===== config.mk =====
export PLATFORM = sky130hd
export DESIGN_NAME = pwm_compare
export DESIGN_NICKNAME = d
export VERILOG_FILES = /design/src/rtl/pwm_compare.sv
export SDC_FILE = /design/constraint.sdc
export NUM_CORES = 1
export LEC_CHECK = 0
export BUFFER_PORTS_ARGS = -buffer_cell sky130_fd_sc_hd__buf_2
export CAP_MARGIN = 15
export CORE_MARGIN = 4
export CORE_UTILIZATION = 55
export DETAILED_ROUTE_END_ITERATION = 10
export PLACE_DENSITY = 0.81
export SLEW_MARGIN = 20
export SYNTH_ARGS = -nofsm -noshare
export SYNTH_HDL_FRONTEND = slang
export SYNTH_SLANG_ARGS = --single-unit
export TNS_END_PERCENT = 1

===== constraint.sdc =====
create_clock -name clk -period 2.87 [get_ports clk]
set_clock_uncertainty 0.1 [all_clocks]
set_input_delay 0.4305 -clock clk [delete_from_list [all_inputs] [get_ports clk]]
set_output_delay 0.4305 -clock clk [all_outputs]
set_load 0.02 [all_outputs]

===== src/rtl/pwm_compare.sv =====
// PWM comparator fed by a free-running counter, with double-buffered duty applied only at count wraps.
// Optional completed-period counter is enabled by defining PWM_PERIOD_CNT_EN.
module pwm_compare #(
    parameter int WIDTH = 8
`ifdef PWM_PERIOD_CNT_EN
    ,
    parameter int PCNT_W = 16
`endif
) (
    input  logic             clk,
    input  logic             res,
    input  logic [WIDTH-1:0] cnt_in,
    input  logic             en,
    input  logic [WIDTH-1:0] duty_in,
    input  logic             duty_wr,
    output logic             duty_busy,
    output logic             pwm_out,
    output logic             wrap_pulse,
    output logic             match_pulse,
`ifdef PWM_PERIOD_CNT_EN
    output logic [PCNT_W-1:0] period_cnt,
`endif
    output logic [1:0]       dbg_state
);

    typedef enum logic [1:0] {
        IDLE = 2'd0,
        SYNC = 2'd1,
        RUN  = 2'd2
    } state_t;

    state_t           state_q, state_d;
    logic [WIDTH-1:0] cnt_prev_q;
    logic [WIDTH-1:0] duty_act_q;
    logic [WIDTH-1:0] duty_pend_q;
    logic             duty_busy_q;
    logic             pwm_q, wrap_q, match_q;
    logic             pwm_d, wrap_d, match_d;

    logic             wrap;
    logic             armed;
    logic             apply;
    logic             run_active;
    logic [WIDTH-1:0] duty_eff;

    // A backward step of the count (rollover or upstream reset) marks a period boundary.
    assign wrap       = (cnt_in < cnt_prev_q);
    assign armed      = (state_q == SYNC) || (state_q == RUN);
    assign apply      = wrap && duty_busy_q && armed;
    assign duty_eff   = (wrap && duty_busy_q) ? duty_pend_q : duty_act_q;
    assign run_active = en && ((state_q == RUN) || ((state_q == SYNC) && wrap));

    always_ff @(posedge clk or negedge res) begin
        if (!res) begin
            state_q <= IDLE;
        end else begin
            state_q <= state_d;
        end
    end

    always_comb begin
        state_d = state_q;
        case (state_q)
            IDLE:    if (en) state_d = SYNC;
            SYNC:    if (!en) state_d = IDLE;
                     else if (wrap) state_d = RUN;
            RUN:     if (!en) state_d = IDLE;
            default: state_d = IDLE;
        endcase
    end

    always_comb begin
        pwm_d   = 1'b0;
        match_d = 1'b0;
        wrap_d  = 1'b0;
        if (run_active) begin
            pwm_d   = (cnt_in < duty_eff);
            match_d = (cnt_in == duty_eff);
        end
        if (en && armed) begin
            wrap_d = wrap;
        end
    end

    // A write in the wrap cycle lands in duty_pend while the old pending value moves to duty_act.
    always_ff @(posedge clk or negedge res) begin
        if (!res) begin
            cnt_prev_q  <= '0;
            duty_act_q  <= '0;
            duty_pend_q <= '0;
            duty_busy_q <= 1'b0;
            pwm_q       <= 1'b0;
            wrap_q      <= 1'b0;
            match_q     <= 1'b0;
        end else begin
            cnt_prev_q <= cnt_in;
            pwm_q      <= pwm_d;
            wrap_q     <= wrap_d;
            match_q    <= match_d;
            if (apply) begin
                duty_act_q <= duty_pend_q;
            end
            if (duty_wr) begin
                duty_pend_q <= duty_in;
                duty_busy_q <= 1'b1;
            end else if (apply) begin
                duty_busy_q <= 1'b0;
            end
        end
    end

`ifdef PWM_PERIOD_CNT_EN
    logic [PCNT_W-1:0] period_cnt_q;

    always_ff @(posedge clk or negedge res) begin
        if (!res) begin
            period_cnt_q <= '0;
        end else if ((state_q == RUN) && wrap && (period_cnt_q != {PCNT_W{1'b1}})) begin
            period_cnt_q <= period_cnt_q + 1'b1;
        end
    end

    assign period_cnt = period_cnt_q;
`endif

    assign duty_busy   = duty_busy_q;
    assign pwm_out     = pwm_q;
    assign wrap_pulse  = wrap_q;
    assign match_pulse = match_q;
    assign dbg_state   = state_q;

endmodule


==> summary.md <==
| Metric | Value |
|---|---|
| Reg clk slew, reported paths | 90 ps |
| Fin Setup TNS | 0 ps |
| Unrepaired setup endpoints after global routing | no |
| Uppermost layer routed | met4 |
| Post-synthesis register bit count | 30 |
| Largest net degree at the start of global routing | 31 |
| CP Capture Type | flop |
| Setup Buffers After CTS | 0 |
| Period Utilization, post-route | 95.7% |
| Site Rows | 19 |
| Post-Syn Area per Cell | 12.6 um2 |
| Crit Path Category | flop to flop |
| Layout Cells excl Fill | 190 |
| Detail Route met3 WL | 169 um |
| Met2 wire length | 1.38 mm |
| NumNets Final | 197 |
| Worst EP required | 2980 ps |
| CTS sink count | 30 |
| Die width | 62.0 um |
| Root buffer cell | clkbuf_4 |
| Initial DRT Pass Iterations | 4 |
| Share of cells above drive strength 1 | 34.6% |
| Die Span Y | 62.0 um |
| Internal power | 0.000991 W |
| Area after DPL | 1750 um2 |
| Htree depth | 2 |
| Part of the power in registers | 39.1% |
| Final cell area excluding filler cells | 1800 um2 |
| Syn Nets | 165 |
| CTS max path bufs | 2 |
| Max Fclk | 364 MHz |
| Vias in the first global route | 1,041 |
| Switching pwr | 0.000529 W |
| Ports | 26 |
| DR WL/cell | 15.0 um |
| Diode count | 0 |
| CP Max Fanout | 3 |
| Area of the die | 3840 um2 |
| Vias after detailed routing | 1,034 |
| Outcome | completed |
| DP HPWL | 2.27 mm |
| WL final | 2.86 mm |
| Initial Utilization | 57.6% |
| Initial antenna violation count | 0 |
| Share of the yosys chip area belonging to registers | 46.8% |
| Pleak | 0.912 nW |
| Worst Hold Class | primary input to async pin |
| First-pass GRT wire length | 4.75 mm |
| Switching Share | 34.8% |
| Max-slew violation count | 0 |
| Worst rel slew slack | 55.2% |
| GP Congestion | 0.787 |
| Core area | 2780 um2 |
| First DRT Iteration DRCs | 28 |
| Max Cap Viol | 0 |
| Vias per cell | 5.44 |
| Max VDD drop | 590 uV |
| Antenna-violating nets left | 0 |
| Pwr Density | 844 nW/um2 |
| Clock network power share | 14.7% |
| Overflow after GRT | 0 |
| CTS tree | built |
| Critical Path AT | 2850 ps |
| Min Clock Period, post-route | 2750 ps |
| DRC Markers | 0 |
| Mapped Cells | 127 |
| Worst-skew pair later-pin latency | 320 ps |
| Reg2reg setup slack | 120 ps |
| Mapped Area | 1600 um2 |
| CTS buffer count | 5 |
| Startpoint Class | flop |
| Setup violators final | 0 |
| Placed insts | 183 |
| Count of cell types in the netlist | 32 |
| Worst Max-Slew Pin Slew | 671 ps |
| Combinational share of power | 46.2% |
| Synthesis-to-finish area growth | 12.4% |
| Port bufs | 25 |
| Final Hold Vio Count | 0 |
| Ys Warns | 0 |
| Met1 WL | 1.27 mm |
| GR Util All Layers | 17.7% |
-- Yosys cell counts (all sizes together) --
| cell type | n | share of area (%) |
|---|---|---|
| inv | 12 | 2.8 |
| o211ai | 4 | 1.9 |
| a21o | 2 | 0.94 |
| ha | 18 | 14 |
| o21a | 1 | 0.47 |
| dfrtp | 30 | 47 |
| and2 | 1 | 0.39 |
| a221oi | 1 | 0.55 |
| and4b | 1 | 0.62 |
| o21ai | 3 | 1.2 |
| nor3 | 1 | 0.31 |
| a211oi | 2 | 1.2 |
| nor2b | 2 | 0.78 |
| nand3 | 1 | 0.31 |
| nand2 | 7 | 1.6 |
| buf | 2 | 2.0 |
| mux2i | 7 | 4.4 |
| mux2 | 17 | 14 |
| a21oi | 6 | 2.6 |
| nor2 | 4 | 0.94 |
| nand4 | 1 | 0.39 |
| clkbuf | 1 | 0.23 |
| and3 | 2 | 1.2 |
| o2111ai | 1 | 0.55 |
-- power by group through the flow --
stage	Sequential (W)	Combinational (W)	Clock, W
detailed placement	0.000603	0.000701	0
CTS	0.000596	0.000703	0.000234
floorplan	0.000624	0.000542	0
global route	0.000612	0.000766	0.000254
finish	0.000595	0.000702	0.000223
global placement	0.000600	0.000663	0
-- stage by stage --
step / utilization [%] / hold WS (ps) / power (W) / setup WS, ps
floorplan: - / 34.9 / 0.00117 / 192
global placement: 63.1 / 383 / 0.00126 / 31.1
detailed placement: 63.1 / 394 / 0.00130 / -129
CTS: 64.7 / 36.4 / 0.00153 / 79.1
global route: 64.8 / 62.3 / 0.00163 / 10.2
finish: 64.8 / 30.1 / 0.00152 / 125
-- routing by layer --
| metal | GRT usage [%] | vias up |
|---|---|---|
| met3 | 7.44 | 7 |
| met1 | 22.1 | 489 |
| li1 | - | 511 |
| met5 | 0 | - |
| met4 | 6.67 | 0 |
| met2 | 27.4 | 27 |
-- worst max-delay path: stages (launching register included) --
cell and delay (ps):
dfrtp_1 330, inv_1 40, ha_1 310, a211oi_2 220
o21ai_2 100, a21oi_4 160, and2_4 170, buf_4 130
mux2_1 330, ha_1 190, nor2b_1 140, o211ai_1 100
a211oi_1 240, nor3_1 80
-- layout by cell type, fill, tap and decap left out, types with 2 or more instances in the layout --
cell and n:
a21o_1 2, dfrtp_1 30, ha_1 18, clkbuf_1 2, mux2_4 8, inv_1 12, nor2b_1 2, nor2_1 4
nand2_1 7, clkbuf_4 5, buf_4 3, a21oi_1 5, o211ai_1 4, mux2_2 8, mux2i_1 7, buf_2 25
-- worst paths after layout --
check                              start             end  cells after the start
max                        cnt_prev_q[2]         pwm_out                     13
min                                  res   cnt_prev_q[6]                      1
max reg2reg                cnt_prev_q[2]         pwm_out                     13
min reg2reg                duty_act_q[5]   duty_act_q[5]                      1
max in group asynchronous            res  duty_pend_q[3]                      1
min in group clk               cnt_in[5]   cnt_prev_q[5]                      1
-- what timing repair did --
| action | in CTS | in global routing |
|---|---|---|
| gates resized for setup | 0 | 1 |
| endpoints found under the setup margin | 0 | 1 |
| hold buffers | 0 | 0 |
-- sequential cells by signal, summed over array words and instances (netlist names) --
signal	count
cnt_prev_q	8
dbg_state	2
duty_act_q	8
duty_busy	1
duty_pend_q	8
match_pulse	1
pwm_out	1
wrap_pulse	1
-- cell families (layout without fill, tap and decap cells) --
logic type	count (synthesis)	in the layout	share of synthesized area (%)
mux	24	24	18.2
flops	30	30	46.8
fa+ha+maj	18	18	14.1
compound gates	20	20	9.37
buf+inv	15	47	5.00
simple gates	20	20	6.56
-- area by class of cell --
class	instances	area (um2)
Clock buffer	7	45.0
Tap cell	31	38.8
Sequential cell	30	751
Timing Repair Buffer	28	148
Inverter	12	45.0
Multi-Input combinational cell	82	774
Fill cell	231	980
Note: power is estimated with default switching activity, not from simulation.
